$ cat src/rtl/ldl_fifo_ws_v2_if.sv
// Write-side bus of the LDL FIFO pointer controller, generation 2.
// The master drives the write request, the read pointer and the status controls.
// The slave (the controller) returns the pointer, the RAM write port and the status.
interface ldl_fifo_ws_v2_if #(
   parameter int unsigned AW = 8
);
   logic          we;
   logic [AW:0]   afull_th;
   logic          stat_clr;
   logic [AW:0]   r_pt;
   logic [AW:0]   w_pt;
   logic [AW-1:0] wa;
   logic          mw;
   logic          full;
   logic          afull;
   logic [AW:0]   wcnt;
   logic          ovf;
   logic [AW:0]   peak;

   modport master (
      output we, afull_th, stat_clr, r_pt,
      input  w_pt, wa, mw, full, afull, wcnt, ovf, peak
   );

   modport slave (
      input  we, afull_th, stat_clr, r_pt,
      output w_pt, wa, mw, full, afull, wcnt, ovf, peak
   );
endinterface

$ cat src/rtl/ldl_fifo_ws_v2.sv
// Write-side pointer and status controller for LDL FIFOs, generation 2.
// It tracks a binary write pointer with an extra wrap bit and derives occupancy from the read pointer.
// It exports the write pointer as binary (sync FIFO) or as registered Gray code (async FIFO).
// It also provides a runtime almost-full threshold, a sticky overflow flag and a peak-occupancy watermark.
module ldl_fifo_ws_v2 #(
   parameter int unsigned AW   = 8,
   parameter int unsigned GRAY = 0
) (
   input logic              clk,
   input logic              rst,
   ldl_fifo_ws_v2_if.slave  bus
);

   function automatic logic [AW:0] bin2gray(input logic [AW:0] b);
      return b ^ (b >> 1);
   endfunction

   function automatic logic [AW:0] gray2bin(input logic [AW:0] g);
      logic [AW:0] b;
      b[AW] = g[AW];
      for (int unsigned i = AW; i > 0; i--) begin
         b[i-1] = b[i] ^ g[i-1];
      end
      return b;
   endfunction

   logic [AW:0] wb_q, wb_d;
   logic [AW:0] w_pt_q, w_pt_d;
   logic [AW:0] peak_q, peak_d;
   logic        ovf_q, ovf_d;
   logic [AW:0] rb;
   logic [AW:0] wcnt;
   logic        full;
   logic        mw;

   // Occupancy, full and the write accept are derived combinationally from the current pointers.
   always_comb begin
      rb   = (GRAY != 0) ? gray2bin(bus.r_pt) : bus.r_pt;
      wcnt = wb_q - rb;
      // The top bit of the occupancy is set from exactly 2^AW upwards.
      // Values above 2^AW can only come from pointer corruption, and they still read as full.
      full = wcnt[AW];
      mw   = bus.we & ~full;
   end

   // Next-state values of the pointer, the exported pointer and the statistics.
   always_comb begin
      wb_d = wb_q + {{AW{1'b0}}, mw};
      // The exported pointer is encoded from the next binary value and registered on the same edge as wb.
      // As a result, it never has a combinational path and changes one Gray bit per accepted write.
      w_pt_d = (GRAY != 0) ? bin2gray(wb_d) : wb_d;
      ovf_d  = ovf_q;
      if (bus.we && full) begin
         ovf_d = 1'b1;
      end else if (bus.stat_clr) begin
         ovf_d = 1'b0;
      end
      // A clear restarts the watermark from the current level rather than from zero.
      if (bus.stat_clr) begin
         peak_d = wcnt;
      end else if (wcnt > peak_q) begin
         peak_d = wcnt;
      end else begin
         peak_d = peak_q;
      end
   end

   // State registers with synchronous active-high reset.
   always_ff @(posedge clk) begin
      if (rst) begin
         wb_q   <= '0;
         w_pt_q <= '0;
         ovf_q  <= 1'b0;
         peak_q <= '0;
      end else begin
         wb_q   <= wb_d;
         w_pt_q <= w_pt_d;
         ovf_q  <= ovf_d;
         peak_q <= peak_d;
      end
   end

   // Output mapping.
   always_comb begin
      bus.w_pt  = w_pt_q;
      bus.wa    = wb_q[AW-1:0];
      bus.mw    = mw;
      bus.full  = full;
      bus.afull = (wcnt >= bus.afull_th);
      bus.wcnt  = wcnt;
      bus.ovf   = ovf_q;
      bus.peak  = peak_q;
   end

   // In Gray mode the exported pointer never moves by more than one bit per edge outside reset.
   generate
      if (GRAY != 0) begin : g_gray_chk
         a_gray_step : assert property (@(posedge clk) disable iff (rst)
            !$past(rst) |-> ($countones(w_pt_q ^ $past(w_pt_q)) <= 1));
      end
   endgenerate

endmodule

$ cat src/flat_wrapper.sv
// flat-port wrapper written by rule: the top's interface ports become plain ports
module ldl_fifo_ws_v2_flat 
#(
   parameter int unsigned AW   = 8,
   parameter int unsigned GRAY = 0
)
  (clk, rst, bus_we, bus_afull_th, bus_stat_clr, bus_r_pt, bus_w_pt, bus_wa, bus_mw, bus_full, bus_afull, bus_wcnt, bus_ovf, bus_peak);
  ldl_fifo_ws_v2_if #(.AW(AW)) bus_i ();
  input logic clk;
  input logic rst;
  input wire logic [$bits(bus_i.we)-1:0] bus_we;
  input wire logic [$bits(bus_i.afull_th)-1:0] bus_afull_th;
  input wire logic [$bits(bus_i.stat_clr)-1:0] bus_stat_clr;
  input wire logic [$bits(bus_i.r_pt)-1:0] bus_r_pt;
  output wire logic [$bits(bus_i.w_pt)-1:0] bus_w_pt;
  output wire logic [$bits(bus_i.wa)-1:0] bus_wa;
  output wire logic [$bits(bus_i.mw)-1:0] bus_mw;
  output wire logic [$bits(bus_i.full)-1:0] bus_full;
  output wire logic [$bits(bus_i.afull)-1:0] bus_afull;
  output wire logic [$bits(bus_i.wcnt)-1:0] bus_wcnt;
  output wire logic [$bits(bus_i.ovf)-1:0] bus_ovf;
  output wire logic [$bits(bus_i.peak)-1:0] bus_peak;
  assign bus_i.we = bus_we;
  assign bus_i.afull_th = bus_afull_th;
  assign bus_i.stat_clr = bus_stat_clr;
  assign bus_i.r_pt = bus_r_pt;
  assign bus_w_pt = bus_i.w_pt;
  assign bus_wa = bus_i.wa;
  assign bus_mw = bus_i.mw;
  assign bus_full = bus_i.full;
  assign bus_afull = bus_i.afull;
  assign bus_wcnt = bus_i.wcnt;
  assign bus_ovf = bus_i.ovf;
  assign bus_peak = bus_i.peak;
  ldl_fifo_ws_v2 #(.AW(AW), .GRAY(GRAY)) u_core (.clk(clk), .rst(rst), .bus(bus_i));
endmodule
$ cat config.mk
export PLATFORM = sky130hd
export DESIGN_NAME = ldl_fifo_ws_v2_flat
export DESIGN_NICKNAME = d
export VERILOG_FILES = /design/src/rtl/ldl_fifo_ws_v2_if.sv /design/src/rtl/ldl_fifo_ws_v2.sv /design/src/flat_wrapper.sv
export SDC_FILE = /design/constraint.sdc
export NUM_CORES = 1
export LEC_CHECK = 0
export CAP_MARGIN = 15
export CORE_MARGIN = 3
export CORE_UTILIZATION = 30
export CTS_CLUSTER_SIZE = 25
export DETAILED_ROUTE_END_ITERATION = 7
export GPL_ROUTABILITY_DRIVEN = 0
export PLACE_DENSITY = 0.68
export SYNTH_ARGS = -nofsm -noshare
export SYNTH_HDL_FRONTEND = slang
export SYNTH_SLANG_ARGS = --single-unit
export TNS_END_PERCENT = 10
$ cat constraint.sdc
create_clock -name clk -period 6.04 [get_ports clk]
set_input_delay 1.812 -clock clk [delete_from_list [all_inputs] [get_ports clk]]
set_output_delay 1.812 -clock clk [all_outputs]
set_load 0.01 [all_outputs]
[After elaboration in Yosys (flattened, before gate mapping)]
Cells that the tools add are included.
Cells by class
  $add $sub $neg: 2
  $mul: 0
  div/mod/pow operators: 0
  $lt $le $gt $ge: 2
  eq/ne operators: 0
  shifts and indexed selects: 0
  multiplexer cells: 4
  bitwise gates (word level): 2
  reduce and logical (&&, ||, !) cells: 3
Operators with widths (number)
  2-to-1 mux 9 bit: 2
  adder 9 x 1 -> 9 bit: 1
  greater-or-equal comparator 9 bit: 1
  greater-than comparator 9 bit: 1
  subtractor 9 bit: 1
  nonzero test 2 bit: 2
  2-to-1 mux 1 bit: 2
  AND 1 bit: 1
  logical AND 1 bit: 1
  inverter 1 bit: 1
Word-level totals
  flip-flop bits (word level): 19
  bits in latches: 0
  RAM bits: 0
  memory bits (read-only): 0
  bits of input ports: 22
  output and inout port bits: 39
  word-level logic and storage cells: 16
  memories kept: 0

[Logic depth before layout (Yosys ltp)]
  word-level depth: 4
  gate-level depth with buffers: 14
  gate-level depth less buffers: 14

[Least setup slack after synthesis]
No wires, ideal clock.
  path type: input-to-output
  start: input port bus_r_pt[0]
  end: output port bus_afull
  data arrival time: 4062 ps
  path slack: 166 ps
  stages on the path: 10
  path through: ha_1 -> inv_1 -> fa_1 -> a211oi_2 -> o21ai_0 -> xor2_1 -> ha_1 -> a21oi_1 -> a21boi_0 -> o31a_1
Between the ends
  word-level cells in the longest chain between the ends: 2
Ends and longest elaborated chain
  start, declared: RTL line flat_wrapper.sv:14  | input wire logic [$bits(bus_i.r_pt)-1:0] bus_r_pt;
  subtractor 9 bit: RTL line ldl_fifo_ws_v2.sv:39  | wcnt = wb_q - rb;
  via bus_wcnt[6]: RTL line flat_wrapper.sv:20  | output wire logic [$bits(bus_i.wcnt)-1:0] bus_wcnt;
  greater-or-equal comparator 9 bit: RTL line ldl_fifo_ws_v2.sv:89  | bus.afull = (wcnt >= bus.afull_th);
  end, declared: RTL line flat_wrapper.sv:19  | output wire logic [$bits(bus_i.afull)-1:0] bus_afull;
The timed path passes the listed nets, and every way through them passes these cells.

[Final worst setup path]
  start: input port bus_r_pt[3]
  end: output port bus_afull
Between the ends
  word-level cells in the longest chain between the ends: 2
Ends and longest elaborated chain (RTL line)
  subtractor 9 bit: ldl_fifo_ws_v2.sv:39
  greater-or-equal comparator 9 bit: ldl_fifo_ws_v2.sv:89
No other way between the ends.

==> reports/qor.yml <==
outcome:
  status: "completed"
drt:
  top_layer: "met4"
  drtIter0Drc: 57
  drt-total-wl_mm: 5.01
  drc: 0
  vias_per_cell: 4.90
  route.met3.wl_um: 271
  post_drt_wl_per_cell_um: 14.1
  wl_met1_mm: 2.37
  ant_nets: 0
  drt-pass1-iter-count: 4
  wl_met2_mm: 2.34
  vias: 1743
timing:
  finalHoldViolations: 0
  hold_slack_ns: 0.457
  fin_crit_sh_pct: 97.3
  skew_ns: 0.00468
  fmax_mhz: 170
  tightest_slew_ns: 0.843
  min_period_ns: 5.87
  setup_viol: 0
  drv_slew: 0
  slew-limit-headroom_pct: 43.6
job:
  drv_cap: 0
clock_tree:
  clkTransAtPathRegs_ns: 0.07
  clockBufferDepth: 2
  clk_latency_ns: 0.26
  cts_buffers: 3
  cts-root-buf: "clkbuf_8"
  cts.sinks: 19
  tritoncts: "yes"
  h-tree-depth: 1
yosys:
  synth_top_area_share_pct: 21.5
  synthCells: 206
  syn_avg_cell_area_um2: 8.57
  synth_area_leaders: "dfxtp_1, ha_1, inv_1"
  synth_top_area_cell: "dfxtp_1"
  yosysSeqAreaShare_pct: 21.5
  ys_ff_latch: 19
  ys_types: 47
  syn_area_mm2: 0.00177
  syn-num-nets: 255
  yosys_warnings: 0
die:
  num_rows: 27
  die_w_um: 82.7
  fp.dieH_um: 82.7
  io_pins: 61
  start_util_pct: 31.5
  design.core.area_mm2: 0.00561
  dieArea_mm2: 0.00684
worst_setup_path:
  crit_fanout: 4
  r2r-end: "u_core.bus.peak[5]"
  required_ns: 4.23
  worstPathCellList: "clkdlybuf4s50_1 -> inv_1 -> ha_4 -> buf_6 -> o2111ai_4 -> a31oi_2 -> xor2_1 -> ha_1 -> a21boi_1 -> o31a_1 -> buf_2"
  critPathKind: "in2out"
  slowest_delay_ns: 0.46
  crit_path_start_kind: "input pin"
  cp.arrival_ns: 4.06
  startpoint: "bus_r_pt[3]"
  critical_path.endpoint: "bus_afull"
  rrSetupSlack_ns: 2.33
  critPathBufInv: 4
  worstRegToRegCells: 16
  r2r_start: "u_core.wb_q[0]"
  worst_path_dominant_cell_family: "buffers and inverters"
  end_kind: "primary output"
  cp_slowest_cell: "clkdlybuf4s50_1"
  worst-path-stages: 11
grt:
  grt.overflow.total: 0
  grt_pass1_wl_mm: 7.76
  grtUsageTotal_pct: 14.6
  grt_pass1_vias: 1719
  grt_max_degree: 21
  antenna_found_initial: 0
worst_hold_path:
  min_path_cells: 2
  hold_path_class: "reg2reg"
placement:
  dp_hpwl_mm: 4.01
  place_inst: 350
  port_buffers: 60
  dpl-instance-area_mm2: 0.00255
finish:
  nFillCells: 553
  nNetsFinal: 334
  drive_above_1_share_pct: 23.6
  multi_input_area_mm2: 0.00132
  regArea_um2: 380
  stdcell_area_mm2: 0.00273
  antenna_cells: 0
  stdcell_count: 356
  area_growth_pct: 54.8
power:
  power_leakage_uw: 0.00118
  power_density_mw_per_mm2: 151
  ir_drop_mv: 0.0758
  power.total_uw: 413
-- worst min-delay path by stage --
stage | start | endpoint
floorplan | u_core.bus.ovf | u_core.bus.ovf
global placement | u_core.bus.ovf | u_core.bus.ovf
detailed placement | u_core.bus.ovf | u_core.bus.ovf
CTS | u_core.bus.ovf | u_core.bus.ovf
global route | u_core.bus.ovf | u_core.bus.ovf
finish | u_core.bus.ovf | u_core.bus.ovf
-- kinds of logic (layout without fill, tap and decap cells) --
family	Yosys count	count (layout)	synth area share (%)
AO/OA/AOI/OAI	60	60	27.6
buffers and inverters	40	118	10.4
AND/OR/NAND/NOR	48	48	15.0
XOR/XNOR	12	12	5.95
adder cells (fa/ha/maj)	27	27	19.6
flip-flops	19	19	21.5
-- power breakdown --
part,total (uW),switching [uW],internal [uW]
clock,88.6,41.8,46.9
combinational,185,88.5,96.2
sequential,140,6.64,133
total,413,137,276
-- what timing repair did --
action	CTS	global route
endpoints found under the setup margin	4	7
hold buffers	0	0
buffers inserted	1	1
gates resized for setup	12	25
pin swaps	6	18
-- area by class of cell --
| class | count | share of cell area, % |
|---|---|---|
| sequential | 19 | 13.9 |
| inverter | 29 | 3.98 |
| tap | 72 | 3.30 |
| clock buffer | 4 | 1.65 |
| timing repair buffer | 85 | 28.9 |
| multi-input combinational | 147 | 48.2 |
-- metrics by stage --
step / utilization, % / setup TNS (ns) / setup WS, ns
2_1_floorplan: - / 0 / 0.166
3_3_place_gp: 45.5 / -1.44 / -0.600
3_5_place_dp: 45.5 / -1.50 / -0.645
4_1_cts: 46.5 / -0.231 / -0.231
5_1_grt: 48.7 / -0.0316 / -0.0316
6_report: 48.7 / 0 / 0.166
-- cell usage after synthesis, drive strengths merged --
library cell and n:
inv 29, ha 26, a21oi 19, dfxtp 19, nand3 11, buf 10
o211ai 10, o21ai 9, nor2 8, nand2 7, xor2 7, a211oi 5
nor2b 5, xnor2 5, nor3 4, o21a 3, or3 3, a21boi 2
a21o 2, and2 2, nand4 2, nor4 2, o2111ai 2, o31a 2
or2 2, a2111oi 1, a22oi 1, a31oi 1, a41o 1, and3 1
clkbuf 1, fa 1, nand2b 1, o21bai 1, o221ai 1
-- cells in the final DEF (no fill, tap or decap), types with 2 or more instances in the layout --
cell type and count:
o211ai_1 8, buf_4 24, o21ai_0 5, dlygate4sd2_1 3
clkdlybuf4s50_1 53, inv_1 25, a211oi_2 3, xor2_1 6
nor3_1 3, xnor2_1 2, nand3_1 11, nor2b_1 4
a21boi_1 2, clkbuf_8 3, inv_2 4, xnor2_2 3
o21ai_2 2, o211ai_2 2, nand2_1 7, or3_1 3
o21ai_1 2, ha_1 22, dlymetal6s2s_1 3, a21o_1 2
a21oi_2 4, nor2_1 7, o21a_1 2, a21oi_1 15
ha_4 3, dfxtp_1 19, and2_1 2
-- sequential cells by signal, indices dropped and copies added (netlist names) --
register,flops
u_core.bus.peak,9
u_core.bus.ovf,1
u_core.wb_q,9
-- worst register-to-register path: cells and delay by family, from the launching register on --
| family | cells | cell delay [ns] |
|---|---|---|
| fa+ha+maj | 3 | 0.92 |
| xor+xnor | 1 | 0.09 |
| compound gates | 7 | 1.66 |
| simple gates | 1 | 0.17 |
| flops | 1 | 0.34 |
| buf+inv | 4 | 0.43 |
-- per-layer routing --
| layer | global-route usage, % | up-vias |
|---|---|---|
| li1 | - | 881 |
| met1 | 19.0 | 814 |
| met2 | 25.1 | 46 |
| met3 | 2.82 | 2 |
| met4 | 2.61 | 0 |
| met5 | 0 | - |
Power figures use the tool's default switching activity.
